File: src/rtl/slowfil_feeder.sv
// Feeder for a slow (time-multiplexed) FIR filter.
// On i_load it resets the filter, streams NTAPS coefficients into it,
// and then paces incoming samples so that consecutive filter strobes
// are at least NTAPS+1 cycles apart. The filter needs that many cycles
// to work through its taps for each sample.
module slowfil_feeder #(
  parameter int               LGNTAPS = 7,
  parameter logic [LGNTAPS:0] NTAPS   = 110,
  parameter int               IW      = 16,
  parameter int               TW      = 16
) (
  input  logic          i_clk,
  input  logic          i_reset,
  input  logic          i_load,
  input  logic          i_coef_valid,
  output logic          o_coef_ready,
  input  logic [TW-1:0] i_coef,
  input  logic          i_sample_valid,
  output logic          o_sample_ready,
  input  logic [IW-1:0] i_sample,
  output logic          o_fil_reset,
  output logic          o_tap_wr,
  output logic [TW-1:0] o_tap,
  output logic          o_ce,
  output logic [IW-1:0] o_sample,
  output logic          o_running
);

  typedef enum logic [1:0] {
    S_IDLE  = 2'd0,
    S_FLUSH = 2'd1,
    S_LOAD  = 2'd2,
    S_RUN   = 2'd3
  } state_t;

  state_t           state;
  state_t           next_state;
  logic [LGNTAPS:0] coef_cnt;
  logic [LGNTAPS:0] gap;
  logic             coef_hs;
  logic             sample_hs;
  logic             last_coef;

  assign coef_hs   = i_coef_valid && o_coef_ready;
  assign sample_hs = i_sample_valid && o_sample_ready;
  assign last_coef = (coef_cnt == NTAPS - 1'b1);

  // State register.
  // NOTE: sequential state uses non-blocking assignments only, so every
  // flop samples pre-edge values regardless of the order of the blocks.
  always_ff @(posedge i_clk) begin
    if (i_reset) state <= S_IDLE;
    else         state <= next_state;
  end

  // Next-state logic: i_load restarts the sequence from any state.
  // NOTE: next_state gets a default before the case, so no path leaves
  // it unassigned and no latch is inferred.
  always_comb begin
    next_state = state;
    if (i_load) begin
      next_state = S_FLUSH;
    end else begin
      case (state)
        S_IDLE:  next_state = S_IDLE;
        S_FLUSH: next_state = S_LOAD;
        S_LOAD:  if (coef_hs && last_coef) next_state = S_RUN;
        S_RUN:   next_state = S_RUN;
        default: next_state = S_IDLE;
      endcase
    end
  end

  // Handshake readies. A same-cycle i_load wins over either stream.
  always_comb begin
    o_coef_ready   = (state == S_LOAD) && !i_load;
    o_sample_ready = (state == S_RUN) && (gap == '0) && !i_load;
  end

  // Coefficient counter: restarts on every flush, counts accepted taps.
  always_ff @(posedge i_clk) begin
    if (i_reset)                 coef_cnt <= '0;
    else if (state == S_FLUSH)   coef_cnt <= '0;
    else if (coef_hs)            coef_cnt <= coef_cnt + 1'b1;
  end

  // Gap counter: blocks sample acceptance for NTAPS cycles after a sample.
  always_ff @(posedge i_clk) begin
    if (i_reset)                                      gap <= '0;
    else if (state == S_LOAD && next_state == S_RUN)  gap <= '0;
    else if (sample_hs)                               gap <= NTAPS;
    else if (gap != '0)                               gap <= gap - 1'b1;
  end

  // Registered filter-side outputs; data words hold between strobes.
  always_ff @(posedge i_clk) begin
    if (i_reset) begin
      o_fil_reset <= 1'b0;
      o_running   <= 1'b0;
      o_tap_wr    <= 1'b0;
      o_tap       <= '0;
      o_ce        <= 1'b0;
      o_sample    <= '0;
    end else begin
      o_fil_reset <= (next_state == S_FLUSH);
      o_running   <= (next_state == S_RUN);
      o_tap_wr    <= coef_hs;
      o_ce        <= sample_hs;
      if (coef_hs)   o_tap    <= i_coef;
      if (sample_hs) o_sample <= i_sample;
    end
  end

endmodule
File: config.mk
export PLATFORM = sky130hd
export DESIGN_NAME = slowfil_feeder
export DESIGN_NICKNAME = d
export VERILOG_FILES = /design/src/rtl/slowfil_feeder.sv
export SDC_FILE = /design/constraint.sdc
export NUM_CORES = 1
export LEC_CHECK = 0
export ABC_AREA = 0
export BUFFER_PORTS_ARGS = -buffer_cell sky130_fd_sc_hd__clkbuf_2
export CORE_MARGIN = 2
export CORE_UTILIZATION = 53
export CTS_CLUSTER_SIZE = 10
export DETAILED_ROUTE_END_ITERATION = 12
export GPL_TIMING_DRIVEN = 0
export PLACE_DENSITY = 0.82
export SETUP_SLACK_MARGIN = 0.4
export SLEW_MARGIN = 30
export SYNTH_ARGS = -nofsm -noshare
export SYNTH_HDL_FRONTEND = slang
export SYNTH_SLANG_ARGS = --single-unit
File: constraint.sdc
create_clock -name i_clk -period 5.5 [get_ports i_clk]
set_clock_uncertainty 0.2 [all_clocks]
set_input_delay 1.375 -clock i_clk [delete_from_list [all_inputs] [get_ports i_clk]]
set_output_delay 1.375 -clock i_clk [all_outputs]
set_load 0.005 [all_outputs]
==> metrics.md, run 1 <==
| Metric | Value |
|---|---|
| Clk buf depth | 2 |
| Synth-to-layout area growth | 24.56% |
| Distinct cells, synth | 38 |
| Peak VDD IR | about 0.21 mV |
| Most frequent cells in the layout | clkbuf_2 (74), nand2_1 (72), dfxtp_1 (54) |
| 1st-pass router iterations | 4 |
| Critical Path RT | 3920 ps |
| Core area | a little under 4000 um^2 |
| Max-slew violations | 0 |
| Worst EP arrival | around 2200 ps |
| Routed WL | 4.636 mm |
| Fmax | 263.8 MHz |
| Nets@finish | ~380 |
| Register bit total from synthesis | 54 |
| Final TNS setup | 0 ps |
| Global-route wire length before repair | between 7 and 8 mm |
| CTS Hold Buffers Added | 0 |
| Die area | about 4600 um^2 |
| Clk slew on worst S/H paths | roughly 90 ps |
| Power Density | between 300 and 400 nW/um^2 |
| Critical path fanouts, max | 6 |
| H-tree Lvls | 2 |
| Layout cells sized above 1 | roughly 28% |
| Post_cts resized | 0 |
| Via count | between 1500 and 2000 |
| Num CTS Buffers | 5 |
| Clock latency on the worst-skew pair | between 200 and 300 ps |
| Die width | about 67 um |
| # DRC | 0 |
| Most common cell after layout, fill and taps aside | clkbuf_2 |
| HP Class | reg -> reg |
| Routed Antenna Nets | 0 |
| CTS sink count | 54 |
| HPWL Detailed | 3.467 mm |
| Net Count, Synth | 294 |
| Final cycle utilization of the critical path | 68.93% |
| RSZ-0062 raised after global routing | false |
| Die H | 67.46 um |
| Avg WL per Cell | about 12 um |
| I/O Pins | 75 |
| Largest net degree at the start of global routing | 16 |
| Avg Cell Area, Syn | 8.437 um^2 |
| Initial antenna violation count | 0 |
| Status | finished clean |
| Final setup vio count | 0 |
| Mapped Cells | 253 |
| Worst-Margin Slew | 590.3 ps |
| Clk root buf | clkbuf_8 |
| N_diodes | 0 |
| Vias per cell | about 5.0 |
| YS warnings | 0 |
| Kind of critical path | reg -> out |
| Minimum clock period | 3791 ps |
| Post-CTS setup buffer count | 0 |
| Worst rel slew slack | between 60% and 70% |
| Row count | 23 |
| Flop2flop setup slack | roughly 3300 ps |
| Final Hold Viols | 0 |
| Mapped cell area | between 2000 and 2500 um^2 |
| CTS tree | yes |
| Finished Cell Area | around 2700 um^2 |
| Pleak | approximately 1.1 nW |
| Starting Density | 54.14% |
| GPL Wtd Cong | roughly 0.84 |
| Critical Path Sink Type | primary output |
| Number of global-route vias before repair | approximately 1700 |
| Post-place instance area | approximately 2600 um^2 |
| All-Layer GR Usage | approximately a fifth |
| Port bufs | 74 |
| Critical Path Source Type | flop |
| # Max-Cap Violations | 0 |
| Post-synthesis sequential area ratio | about 51% |
| GRT Residual Overflow | 0 |
| Iter 0 DRT Violations | between 60 and 70 |
==> cell usage after synthesis <==
cell | instances | area, um^2
nor2_1 | 16 | 60.06
o31ai_1 | 1 | 7.510
nor2b_1 | 1 | 6.260
or2_1 | 2 | 12.51
buf_6 | 3 | 33.78
nand2_1 | 72 | 270.3
xor2_1 | 5 | 43.79
a21oi_2 | 2 | 17.52
ha_1 | 4 | 50.05
buf_2 | 2 | 10.01
a211oi_1 | 1 | 7.510
nor3_4 | 1 | 16.27
a21oi_1 | 37 | 185.2
nand3b_1 | 1 | 7.510
nand4_1 | 2 | 12.51
or3b_2 | 1 | 8.760
nor3b_1 | 1 | 7.510
a21o_1 | 1 | 7.510
o21ai_1 | 1 | 5.000
a31oi_1 | 2 | 12.51
nor3_1 | 6 | 30.03
mux2i_1 | 1 | 10.01
o21ai_0 | 2 | 10.01
xnor2_1 | 4 | 35.03
nand4bb_1 | 1 | 11.26
a31oi_2 | 2 | 25.02
dfxtp_1 | 54 | 1081
nand3_1 | 2 | 10.01
or4_4 | 1 | 11.26
or3_4 | 1 | 11.26
inv_1 | 6 | 22.52
or3b_1 | 1 | 8.760
and4bb_2 | 1 | 12.51
nor4_1 | 3 | 18.77
clkbuf_1 | 9 | 33.78
nand4b_1 | 1 | 8.760
and3_1 | 1 | 6.260
nand2b_1 | 1 | 6.260
==> critical path, cell delays in order (launching register included) <==
cell and delay [ps]:
dfxtp_1 370, inv_1 100, ha_1 180, or3b_2 530, or2_1 230, clkbuf_1 170, nor3_1 210, clkbuf_2 140
==> cell type report <==
type / count / area (um^2)
fillers: 345 / 1284
flip-flops and latches: 54 / 1081
multi-input cells: 179 / 953.4
repair buffers: 74 / 370.4
clock buffers: 7 / 86.33
plain buffers: 14 / 77.57
well taps: 50 / 62.56
inverters: 6 / 22.52
clock inverters: 1 / 5.005
==> per-layer routing <==
layer / GRT usage [%] / up-vias / part of all wire (%)
met3: 5.500 / 9 / 6.3
met2: 36.52 / 58 / 50
met5: 0 / - / 0
met4: 6.888 / 0 / 1.5
met1: 24.90 / 865 / 42
li1: - / 1000 / -
==> cells by family after synthesis <==
| kind of cell | synth area share, % |
|---|---|
| muxes | 0.4690 |
| AOI/OAI and AO/OA | 13.01 |
| adders and majority gates | 2.345 |
| DFF | 50.64 |
| xor gates and xnor gates | 3.693 |
| and+or+nand+nor | 25.15 |
| buffers and inverters | 4.689 |
==> worst paths after layout <==
kind | startpoint | endpoint | depth (start not counted)
worst min-delay path | o_sample[2]$_SDFFE_PP0P_ | o_sample[2]$_SDFFE_PP0P_ | 2
worst min register to register | o_sample[2]$_SDFFE_PP0P_ | o_sample[2]$_SDFFE_PP0P_ | 2
worst max-delay path | gap[0]$_SDFFE_PP0P_ | o_sample_ready | 7
worst max register to register | gap[0]$_SDFFE_PP0P_ | o_sample[12]$_SDFFE_PP0P_ | 7
==> sequential cells by signal, indices dropped and copies added (netlist names) <==
register and flops:
coef_cnt 8, gap 8, o_ce 1, o_fil_reset 1
o_running 1, o_sample 16, o_tap 16, o_tap_wr 1
state 2
==> stage by stage <==
step                hold slack [ps]  utilization [%]  worst slack, ps  std cells  total power, mW
detailed placement            245.6            65.12             2031        377           0.6558
finish                        257.7            67.44             1709        385           0.8680
global route                  282.3            67.44             1530        385           0.9158
CTS                           258.2            67.44             1686        385           0.8743
floorplan                     252.7                -             2267        253           0.6086
global placement              240.6            65.12             2039        377           0.6499
==> power breakdown <==
group | internal (mW) | switching, mW | total [mW]
Sequential | 0.417 | 0.0264 | 0.443
Combinational | 0.0944 | 0.111 | 0.206
Clock | 0.102 | 0.117 | 0.219
Power figures use the tool's default switching activity.
==> run 2: changes to the inputs <==
--- a/config.mk
+++ b/config.mk
@@ -5,14 +5,14 @@
 export SDC_FILE = /design/constraint.sdc
 export NUM_CORES = 1
 export LEC_CHECK = 0
-export ABC_AREA = 0
+export ABC_AREA = 1
 export BUFFER_PORTS_ARGS = -buffer_cell sky130_fd_sc_hd__clkbuf_2
 export CORE_MARGIN = 2
-export CORE_UTILIZATION = 53
+export CORE_UTILIZATION = 45
 export CTS_CLUSTER_SIZE = 10
 export DETAILED_ROUTE_END_ITERATION = 12
 export GPL_TIMING_DRIVEN = 0
-export PLACE_DENSITY = 0.82
+export PLACE_DENSITY = 0.74
 export SETUP_SLACK_MARGIN = 0.4
 export SLEW_MARGIN = 30
 export SYNTH_ARGS = -nofsm -noshare
==> constraint.sdc (replaced) <==
create_clock -name i_clk -period 3.15 [get_ports i_clk]
set_clock_uncertainty 0.2 [all_clocks]
set_input_delay 0.7875 -clock i_clk [delete_from_list [all_inputs] [get_ports i_clk]]
set_output_delay 0.7875 -clock i_clk [all_outputs]
set_load 0.005 [all_outputs]
==> run 2 against run 1 <==
Largest cell class unchanged. Critical path type unchanged. Combinational power increased by 70%. Critical path depth did not move. Core utilization down 8.8 points. Synthesized cell count is 17% higher. Highest routed layer unchanged. First-iteration DRC count rose by 130%. Sequential power is 71% higher.
==> metrics.md, run 2 <==
| Metric | Value |
|---|---|
| Clk root buf | clkbuf_8 |
| Sw Ratio | 30.10% |
| Finished Cell Area | approximately 2800 um^2 |
| Critical Path Sink Type | primary output |
| Fmax | between 300 and 400 MHz |
| Kind of critical path | reg -> out |
| Routed Antenna Nets | 0 |
| 1st-pass router iterations | 4 |
| Flop2flop setup slack | 1390 ps |
| Core area | between 4000 and 5000 um^2 |
| Slowest CP cell | dfxtp_1 |
| Hold Path Stages | 2 |
| Layout cells sized above 1 | ~25% |
| Register bit total from synthesis | 54 |
| HP Class | reg -> reg |
| Global-route wire length before repair | around 8 mm |
| Leading post-synthesis cells by cell area | dfxtp_1 (49%), nand2_1 (12%), nor2_1 (8.5%) |
| RR Startpoint | gap[0]$_SDFFE_PP0P_ |
| Cells after DPL | about 440 |
| Most common cell after layout, fill and taps aside | clkbuf_2 |
| Status | finished clean |
| Net Count, Synth | roughly 340 |
| Routed WL | approximately 4.8 mm |
| Die area | 5490 um^2 |
| Clock share of power | a little over a quarter |
| Regs by FF count | o_sample x16, o_tap x16 |
| YS warnings | 0 |
| Final TNS setup | 0 ps |
| Switching pwr | roughly 0.46 mW |
| Clk buf depth | 2 |
| Most frequent cell after synthesis | nand2_1 |
| Starting Density | between 40% and 50% |
| Utilization after layout | about three fifths |
| Vias per cell | between 4 and 5 |
| Hold EP | o_sample[0]$_SDFFE_PP0P_ |
| # DRC | 0 |
| Power Density | ~550 nW/um^2 |
| Post-place instance area | ~2700 um^2 |
| Most frequent cells in the layout | clkbuf_2 (74), nand2_1 (70), dfxtp_1 (54) |
| Clk slew on worst S/H paths | around 90 ps |
| Filler instances | between 400 and 500 |
| Int Power | roughly 1.1 mW |
| Top_reg_cell synth | dfxtp_1 |
| N_diodes | 0 |
| Count of flip-flops with a built-in enable after synthesis | 0 |
| Largest net degree at the start of global routing | 17 |
| Row count | 25 |
| Worst rel slew slack | 70.11% |
| Avg Cell Area, Syn | roughly 7.4 um^2 |
| Critical Path RT | roughly 2200 ps |
| R2R cell count | 9 |
| Combinational power share | 23.0% |
| H-tree Lvls | 2 |
| Num CTS Buffers | 5 |
| Die H | 74.10 um |
| Mapped Cells | around 300 |
| Distinct cells, synth | 26 |
| # Max-Cap Violations | 0 |
| Critical path launch point | gap[0]$_SDFFE_PP0P_ |
| RSZ-0062 raised after global routing | false |
| Port bufs | 74 |
| Post-synth ARST share | 0% |
| All-Layer GR Usage | between 10% and 20% |
| CTS Hold Buffers Added | 0 |
| Clock latency on the worst-skew pair | ~300 ps |
| Post-synthesis sequential area ratio | around half |
| Avg WL per Cell | 10.86 um |
| Critical Path Source Type | flop |
| Iter 0 DRT Violations | around 160 |
| Worst-Margin Slew | 448.3 ps |
| Mapped cell area | between 2000 and 2500 um^2 |
| Number of global-route vias before repair | 1852 |
| Final Hold Viols | 0 |
| Hold Slack | between 200 and 300 ps |
| Synth-to-layout area growth | 25.30% |
| Final cycle utilization of the critical path | 82.73% |
| Area of the multi-input gates | between 900 and 1000 um^2 |
| Top post-synthesis cells by count | nand2_1 (70), dfxtp_1 (54), nor2_1 (50), nand3_1 (29), inv_1 (23) |
| FF/Latch Area | about 1100 um^2 |
| Max-slew violations | 0 |
| I/O Pins | 75 |
| Area leader, netlist | dfxtp_1 |
| Worst EP arrival | between 1500 and 2000 ps |
| Minimum clock period | 2606 ps |
| Critical path fanouts, max | 8 |
| Via count | between 2000 and 2500 |
| Initial antenna violation count | 0 |
| GRT Residual Overflow | 0 |
| CTS sink count | 54 |
| Die width | 74.10 um |
| CTS tree | yes |
| Total power after layout | between 1.5 and 2 mW |
| Non-Filler Instances | ~450 |
| Peak VDD IR | between 0.3 and 0.4 mV |
| Nets@finish | 419 |
| HPWL Detailed | 3.653 mm |
| Critical Path Max Stage Delay | roughly 330 ps |
| Final setup vio count | 0 |
| Worst path cell trace | inv_1 > ha_1 > nand2_1 > nor2_4 > inv_2 > nor3_1 > clkbuf_2 |
| Final worst slack | between 500 and 600 ps |
| Post-place setup slack | about 820 ps |
| Pleak | roughly 1.3 nW |
| FF-to-FF End | o_sample[15]$_SDFFE_PP0P_ |
| Share of total power in sequential cells | just under 50% |
| GPL Wtd Cong | 0.8368 |
| Hold Path Origin | o_sample[0]$_SDFFE_PP0P_ |
| Synth top area share | between 40% and 50% |
-- run 2: cell count changes in the layout (fill, tap and decap cells not counted), moves of 5 or more --
cell	change
nor2_1	+34
nand3_1	+27
a21oi_1	-23
clkbuf_1	-5
o21ai_0	+19
inv_1	+16
-- run 2: timing repair --
item,4_1_cts,5_1_grt
hold endpoints to repair,0,0
resized for setup,0,1
buffers inserted,0,0
endpoints found under the setup margin,0,1
-- run 2: logic make-up (layout without fill, tap and decap cells) --
| group | count (synthesis) | after routing | share of synthesized area, % |
|---|---|---|---|
| flip-flops | 54 | 54 | 48.90 |
| AO/OA/AOI/OAI | 36 | 36 | 8.263 |
| buffers and inverters | 34 | 116 | 6.451 |
| AND/OR/NAND/NOR | 167 | 167 | 33.33 |
| XOR/XNOR | 2 | 2 | 0.7924 |
| adder cells (fa/ha/maj) | 4 | 4 | 2.264 |
-- run 2: worst max-delay path by stage --
stage	to	depth (start not counted)	slack, ps
3_5_place_dp	o_sample_ready	7	820
6_report	o_sample_ready	7	540
4_1_cts	o_sample_ready	7	480
3_3_place_gp	o_sample_ready	7	830
5_1_grt	o_sample_ready	7	400
2_1_floorplan	o_sample_ready	6	1060
-- run 2: layout make-up --
class | count | share of cell area (%)
clock buffers | 7 | 3.478
flip-flops and latches | 54 | 39.02
well taps | 67 | 3.026
inverters | 24 | 3.252
plain buffers | 10 | 1.897
repair buffers | 74 | 13.37
multi-input cells | 209 | 35.64
clock inverters | 1 | 0.3162
-- run 2: layer usage --
metal / up-vias / track usage, % / part of all wire (%)
met5: - / 0 / 0
li1: 1105 / - / -
met1: 953 / 24.58 / 48
met4: 0 / 5.455 / 1.1
met3: 4 / 3.523 / 4.8
met2: 47 / 30.36 / 46
-- run 2: power by group through the flow --
stage | Clock [mW] | Sequential [mW] | Combinational [mW]
floorplan | 0 | 0.766 | 0.266
global placement | 0 | 0.771 | 0.337
detailed placement | 0 | 0.773 | 0.348
CTS | 0.427 | 0.757 | 0.349
global route | 0.452 | 0.763 | 0.395
finish | 0.418 | 0.757 | 0.351
-- run 2: worst max-delay path: cells and delay by family (launching register included) --
kind	cells	cell delay (ps)
flip-flops	1	330
AND/OR/NAND/NOR	3	410
buffers and inverters	3	390
adder cells (fa/ha/maj)	1	180
